[config.mk]
export PLATFORM = sky130hd
export DESIGN_NAME = mem_access_unit
export DESIGN_NICKNAME = d
export VERILOG_FILES = /design/src/rtl/proc_pkg.sv /design/src/rtl/mem_wait_counter.sv /design/src/rtl/mem_access_unit.sv
export SDC_FILE = /design/constraint.sdc
export NUM_CORES = 1
export LEC_CHECK = 0
export ABC_AREA = 0
export ABC_CLOCK_PERIOD_IN_PS = 6500
export CORE_MARGIN = 5
export CORE_UTILIZATION = 42
export CTS_CLUSTER_SIZE = 30
export DETAILED_ROUTE_END_ITERATION = 16
export PLACE_DENSITY_LB_ADDON = 0.3
export SLEW_MARGIN = 20
export SYNTH_ARGS = -nofsm -noshare
export SYNTH_HDL_FRONTEND = slang
export SYNTH_SLANG_ARGS = --single-unit
[constraint.sdc]
create_clock -name CLK -period 6.5 [get_ports CLK]
set_input_delay 1.95 -clock CLK [delete_from_list [all_inputs] [get_ports CLK]]
set_output_delay 1.95 -clock CLK [all_outputs]
set_load 0.005 [all_outputs]
[src/rtl/proc_pkg.sv]
// rtl/proc_pkg.sv - shared processor types and constants
package proc_pkg;
  typedef enum logic [1:0] {IDLE, ACCESS, DONE} mau_state_t;

  localparam int OPCODE_MSB     = 15;
  localparam int OPCODE_LSB     = 12;
  localparam int DEFAULT_DATA_W = 16;
endpackage

[src/rtl/mem_wait_counter.sv]
// rtl/mem_wait_counter.sv - loadable down-counter with zero flag for SRAM wait states
module mem_wait_counter #(
  parameter int WIDTH = 1
) (
  input  logic             CLK,
  input  logic             Reset,
  input  logic             load,
  input  logic [WIDTH-1:0] loadValue,
  input  logic             dec,
  output logic             zero
);
  logic [WIDTH-1:0] count;

  always_ff @(posedge CLK or posedge Reset) begin
    if (Reset)
      count <= '0;
    else if (load)
      count <= loadValue;
    else if (dec && count != '0)
      count <= count - WIDTH'(1);
  end

  assign zero = (count == '0);
endmodule

[src/rtl/mem_access_unit.sv]
// rtl/mem_access_unit.sv - multicycle SRAM access sequencer feeding IR/MDR
// Optional misalignment fault detection: MEM_ALIGN_CHECK_EN.
module mem_access_unit
  import proc_pkg::*;
#(
  parameter int WAIT_STATES = 1,
  parameter int DATA_W      = DEFAULT_DATA_W
) (
  input  logic              CLK,
  input  logic              Reset,
  input  logic              ReqValid,
  output logic              ReqReady,
  input  logic              ReqWrite,
  input  logic              IorD,
  input  logic              IRWrite,
  input  logic [DATA_W-1:0] PC,
  input  logic [DATA_W-1:0] ALUOut,
  input  logic [DATA_W-1:0] WriteData,
  output logic              Done,
  output logic              Fault,
  output logic [DATA_W-1:0] Instr,
  output logic [3:0]        Opcode,
  output logic [DATA_W-1:0] MDR,
  output logic              mem_en,
  output logic              mem_we,
  output logic [DATA_W-1:0] mem_addr,
  output logic [DATA_W-1:0] mem_wdata,
  input  logic [DATA_W-1:0] mem_rdata
);
  localparam int CNT_W = (WAIT_STATES < 1) ? 1 : $clog2(WAIT_STATES + 1);

  mau_state_t        state;
  logic [DATA_W-1:0] addrReg;
  logic [DATA_W-1:0] wdataReg;
  logic [DATA_W-1:0] irReg;
  logic [DATA_W-1:0] mdrReg;
  logic              writeReg;
  logic              irWriteReg;
  logic              cntZero;
  logic              accept;
  logic [DATA_W-1:0] selAddr;
  logic              misaligned;

  assign accept  = ReqValid && ReqReady;
  assign selAddr = IorD ? ALUOut : PC;

`ifdef MEM_ALIGN_CHECK_EN
  logic faultReg;
  assign misaligned = selAddr[0];
  assign Fault      = (state == DONE) && faultReg;

  always_ff @(posedge CLK or posedge Reset) begin
    if (Reset)
      faultReg <= 1'b0;
    else if (state != ACCESS)
      faultReg <= accept && misaligned;
  end
`else
  assign misaligned = 1'b0;
  assign Fault      = 1'b0;
`endif

  mem_wait_counter #(.WIDTH(CNT_W)) u_waitCounter (
    .CLK       (CLK),
    .Reset     (Reset),
    .load      (accept),
    .loadValue (CNT_W'(WAIT_STATES)),
    .dec       (state == ACCESS),
    .zero      (cntZero)
  );

  always_ff @(posedge CLK or posedge Reset) begin
    if (Reset) begin
      state      <= IDLE;
      addrReg    <= '0;
      wdataReg   <= '0;
      writeReg   <= 1'b0;
      irWriteReg <= 1'b0;
      irReg      <= '0;
      mdrReg     <= '0;
    end else begin
      case (state)
        IDLE, DONE: begin
          if (ReqValid) begin
`ifdef MEM_ALIGN_CHECK_EN
            addrReg  <= selAddr;
`else
            // Without the check, odd addresses are silently rounded down.
            addrReg  <= selAddr & ~DATA_W'(1);
`endif
            wdataReg   <= WriteData;
            writeReg   <= ReqWrite;
            irWriteReg <= IRWrite;
            state      <= misaligned ? DONE : ACCESS;
          end else begin
            state <= IDLE;
          end
        end
        ACCESS: begin
          if (cntZero) begin
            state <= DONE;
            if (!writeReg) begin
              if (irWriteReg)
                irReg  <= mem_rdata;
              else
                mdrReg <= mem_rdata;
            end
          end
        end
        default: state <= IDLE;
      endcase
    end
  end

  assign ReqReady  = (state != ACCESS);
  assign Done      = (state == DONE);
  assign mem_en    = (state == ACCESS);
  assign mem_we    = mem_en && cntZero && writeReg;
  assign mem_addr  = addrReg;
  assign mem_wdata = wdataReg;
  assign Instr     = irReg;
  assign MDR       = mdrReg;
  assign Opcode    = irReg[OPCODE_MSB:OPCODE_LSB];
endmodule

==> Word-level counts from Yosys, hierarchy flattened <==
Cells that the tools add are included.
{ "totals": {"output_inout_bits": 73, "ff_bits": 68, "latchBits": 0, "ramBits": 0, "memories": 0, "inputBits": 70, "mem_bits_ro": 0, "wordCells": 32} }
{ "classes": {"n_eq_ne": 4, "n_reduce_logical": 10, "n_shift": 0, "n_lt_le_gt_ge": 0, "n_mul": 0, "n_addsub": 1, "div_mod_pow": 0, "n_bitwise": 3, "muxes": 6} }
{ "op_table": {"columns": ["cell", "count"], "rows": [
  ["16-bit two-way mux", 1],
  ["4-bit AND reduction", 2],
  ["1-bit logical AND", 4],
  ["2-bit one-hot mux with 2 select lines", 1],
  ["1-bit two-way mux", 3],
  ["1-bit NOT", 3],
  ["2-bit by 1-bit equality test with 1-bit output (second input constant)", 1],
  ["2-bit equality test (second input constant)", 1],
  ["2-bit logical NOT", 1],
  ["2-bit two-way mux", 1],
  ["2-bit by 1-bit inequality test with 1-bit output (second input constant)", 1],
  ["2-bit inequality test (second input constant)", 1],
  ["2-bit AND reduction", 1],
  ["2-bit nonzero test", 1],
  ["2-bit OR reduction", 1],
  ["1-bit subtractor (second input constant)", 1]
]} }

==> Logic depth before layout (Yosys ltp) <==
{ "depth": {"word_depth": 4, "ltp_mapped": 5, "depth_no_buf": 4} }

==> By module <==
From an unflattened synthesis, not the netlist that was laid out.
{ "hier_totals": {"cells_unflattened": 195, "hier_area_um2": 2768.9} }
{ "by_module_without_submodules": {"columns": ["module", "n_inst", "cells_each", "seq_area_each_um2", "area_per_inst_um2"], "rows": [
  ["mem_access_unit", 1, 190, 1676.6, 2720.1],
  ["mem_wait_counter", 1, 5, 25.0, 48.8]
]} }

==> Least setup slack after synthesis <==
OpenSTA, ideal clock, no wires.
{ "synth_timing": {"path_kind": "input to register", "start": "input IorD", "end": "register addrReg[1] (netlist: mem_addr[1])", "t_arrival_ns": 2.647, "path_buffers": 2, "path_stages": 4, "setup_slack_ns": 3.717, "t_required_ns": 6.365, "setup_ns": 0.135, "path_cell_list": "buf_2 buf_2 mux2i_1 o21ai_0"} }
{ "synth_between": {"elab_chain_len": 1} }
{ "synth_rtl": {"columns": ["item", "line", "source"], "rows": [
  ["from (decl)", "mem_access_unit.sv:14", "input logic IorD,"],
  ["16-bit two-way mux", "mem_access_unit.sv:45", "assign selAddr = IorD ? ALUOut : PC;"],
  ["to (signal assigned)", "mem_access_unit.sv:89", "addrReg <= selAddr & ~DATA_W'(1);"],
  ["to (decl)", "mem_access_unit.sv:33", "logic [DATA_W-1:0] addrReg;"]
]} }
Every way passes these cells.
A chain may end at the register's enable or synchronous reset.

==> Worst setup path after layout <==
{ "layout_timing": {"start": "register state[1]", "end": "output mem_we"} }
{ "layout_between": {"elab_chain_len": 3} }
{ "layout_rtl": {"columns": ["item", "line", "source"], "rows": [
  ["from (decl)", "mem_access_unit.sv:32", "mau_state_t state;"],
  ["from (signal assigned)", "mem_access_unit.sv:94", "state <= misaligned ? DONE : ACCESS;"],
  ["2-bit by 1-bit equality test with 1-bit output", "mem_access_unit.sv:117", "assign mem_en = (state == ACCESS);"],
  ["1-bit logical AND (2 in series)", "mem_access_unit.sv:118", "assign mem_we = mem_en && cntZero && writeReg;"],
  ["to (decl)", "mem_access_unit.sv:25", "output logic mem_we,"]
]} }
Every way passes these cells.

==> metrics.md <==
| Metric | Value |
|---|---|
| First-pass GRT wire length | `about 11000 um` |
| Hpwl dp | `just under 5000 um` |
| Vias in the first global route | `approximately 2100` |
| Library cells used by synthesis | `19` |
| Post-route DRC violation count | `0` |
| Main flop type after synthesis | `dfrtp_1` |
| Top post-synthesis cells by count | `dfrtp_1 (68), mux2_2 (50), nand2_1 (17)` |
| Drt wl/cell | `~16 um` |
| Synth Cell Area | `around 2700 um2` |
| CTS tree | `yes` |
| Pleak | `~1.9 nW` |
| Drt first pass iters | `3` |
| Worst stage delay on the critical path | `about 0.5 ns` |
| First-iteration detailed-routing DRC count | `41` |
| Critical path class | `flop to output pin` |
| Vias | `around 1900` |
| Hold path depth | `2` |
| Worst-Margin Slew | `roughly 0.9 ns` |
| Outcome | `complete, no violations` |
| GRT Overall Usage | `16.0%` |
| Die W | `between 90 and 100 um` |
| Largest delay share family, worst path | `buffers and inverters` |
| Number of diodes | `0` |
| Dpl cells | `between 300 and 400` |
| Worst path cell trace | `nand2b_4 > nor2_1 > and2_1 > clkdlybuf4s50_1` |
| Post-CTS Setup Repair Bufs | `0` |
| FILL cells | `just under 500` |
| Fmax achieved | `roughly 0.28 GHz` |
| TritonCTS Buffers | `9` |
| Crit path max fanout | `4` |
| WHS | `~0.48 ns` |
| Max_cap viols | `0` |
| Bufs and invs on worst path | `1` |
| Worst VDD drop | `roughly 0.26 mV` |
| P&R area growth vs syn | `59.3%` |
| Period Utilization, post-route | `between 50% and 60%` |
| Gr ovfl total | `0` |
| Final Max Tran Viols | `0` |
| Clock latency on the worst-skew pair | `between 0.3 and 0.4 ns` |
| Synth warn | `0` |
| Crit path DAT | `roughly 1.6 ns` |
| # H-tree levels | `3` |
| Share of layout cells above drive strength 1 | `~22%` |
| Worst hold path endpoint | `mem_addr[11]` |
| Clk_skew | `about 0.0074 ns` |
| CTS Hold Buffers Added | `0` |
| Post-synthesis cell type with the largest combined area | `dfrtp_1` |
| Unrepaired setup endpoints after global routing | `no` |
| Seq/Total Area, Yosys | `between 60% and 70%` |
| Clock Tree Buf Depth | `2` |
| Final Setup Violations | `0` |
| Worst min-delay path category | `flop to flop` |
| Vias per cell | `around 4.7` |
| FP Rows | `29` |
| Slowest cell on the critical path | `clkdlybuf4s50_1` |
| Area of the die | `8250 um2` |
| Post-Synthesis Cells | `about 190` |
| Async set-reset flop share out of synthesis | `between 90% and 100%` |
| Avg Cell Area, Syn | `14.2 um2` |
| Leading post-synthesis cells by cell area | `dfrtp_1 (62%), mux2_2 (21%), mux2i_1 (5.5%)` |
| Clock transition at path regs | `about 0.07 ns` |
| Sink Count | `68` |
| Final non-filler cell total | `just over 400` |
| Crit end category | `output pin` |
| Final GP Congestion | `between 0.6 and 0.7` |
| I/O pin cnt | `143` |
| Hold Startpoint | `mem_addr[11]` |
| Root Buffer | `clkbuf_8` |
| Final hold violations | `0` |
| # resized after CTS | `0` |
| R2r setup slk | `~4.8 ns` |
| Fin nets | `400` |
| ANT nets after route | `0` |
| Die height | `about 90 um` |
| Share of the synthesized area in the top cell type | `between 60% and 70%` |
| PD cells | `approximately 450 nW/um2` |
| Reg-to-reg endpoint | `mem_wdata[11]` |
| Initial antenna violation count | `0` |
| CP required | `approximately 4.6 ns` |
| Reg2Reg Depth | `2` |
| Drt total wl | `6420 um` |
| #FFs+latches synth | `slightly below 70` |
| Top-count cell post-synth | `dfrtp_1` |
| Buffers on Ports | `roughly 140` |
| Setup TNS | `0 ns` |
| Crit path time final | `between 3 and 4 ns` |
| EDFF count, synth | `0` |
| Max-slew headroom | `a little under 40%` |
| RR Startpoint | `state[0]` |
| Crit start category | `flop` |
| Largest net degree at the start of global routing | `59` |
| Core area | `~6300 um2` |
| Initial Util | `43.2%` |
-- metal layers --
layer  GRT usage (%)  vias to the layer above  routed length (um)
li1                -                      930                   -
met1            18.1                      910                2480
met2            25.4                       91                3040
met3            8.67                        6                 825
met4            6.23                        0                  70
met5               0                        -                   0
-- kinds of logic after synthesis --
| logic type | Yosys count | share of synthesized area, % |
|---|---|---|
| other | 1 | 0.137 |
| AOI/OAI and AO/OA | 15 | 2.74 |
| and+or+nand+nor | 27 | 5.20 |
| buffers and inverters | 17 | 3.92 |
| muxes | 65 | 26.0 |
| DFF | 68 | 62.0 |
-- layout by cell type, fill, tap and decap left out --
master	count
clkdlybuf4s50_1	138
dfrtp_1	68
mux2_2	50
nand2_1	17
mux2i_1	15
o21ai_0	15
clkbuf_8	13
nor2_1	4
inv_2	2
conb_1	2
nand2b_2	1
nand2b_4	1
nor4_4	1
nor2b_1	1
and2_1	1
nand3_2	1
clkinv_2	1
bufinv_16	1
clkinvlp_4	1
buf_8	1
buf_4	1
-- how the worst max path moves through the flow --
stage,slack (ns),cells after the start,startpoint,endpoint
after floorplan,2.84,1,Reset,Instr[0]
after detailed placement,2.84,3,ReqValid,mem_wdata[2]
final,2.92,4,state[1],mem_we
after CTS,2.88,4,state[1],mem_we
after global placement,2.86,3,ReqValid,mem_wdata[9]
after global routing,2.84,4,state[1],mem_we
-- worst register-to-register path: stages (launching register included) --
cell	delay [ns]
dfrtp_1	0.41
nand2b_2	0.75
mux2_2	0.44
-- cell type report --
cell class	count	area, um2	share of cell area, %
sequential	68	1700	38.9
clock buffer	13	179	4.09
timing repair buffer	140	1400	32.1
clock inverter	3	42.5	0.973
multi-input combinational	109	941	21.5
tap	77	96.3	2.20
inverter	2	7.51	0.172
-- where the power goes --
group          switching (mW)  leakage, nW  internal, mW  total [mW]
logic                   0.260        0.943         0.585       0.844
clock network           0.153        0.112         0.219       0.372
registers               0.122        0.812         0.638       0.760
total                   0.535         1.87          1.44        1.98
-- through the flow --
stage               worst slack (ns)  utilization (%)  cell area [um2]  power (mW)
floorplan                       2.84                -             2750        1.08
global placement                2.86             65.1             4140        1.60
detailed placement              2.84             65.1             4140        1.63
CTS                             2.88             68.6             4360        2.01
global route                    2.84             68.8             4370        2.11
finish                          2.92             68.8             4370        1.98
-- state kept, by name (all words and copies together) (netlist names) --
signal               flops
writeReg                 1
MDR                     16
state                    2
mem_addr                15
irWriteReg               1
Instr                   16
u_waitCounter.count      1
mem_wdata               16
No activity file was read; power rests on OpenSTA's default activity.
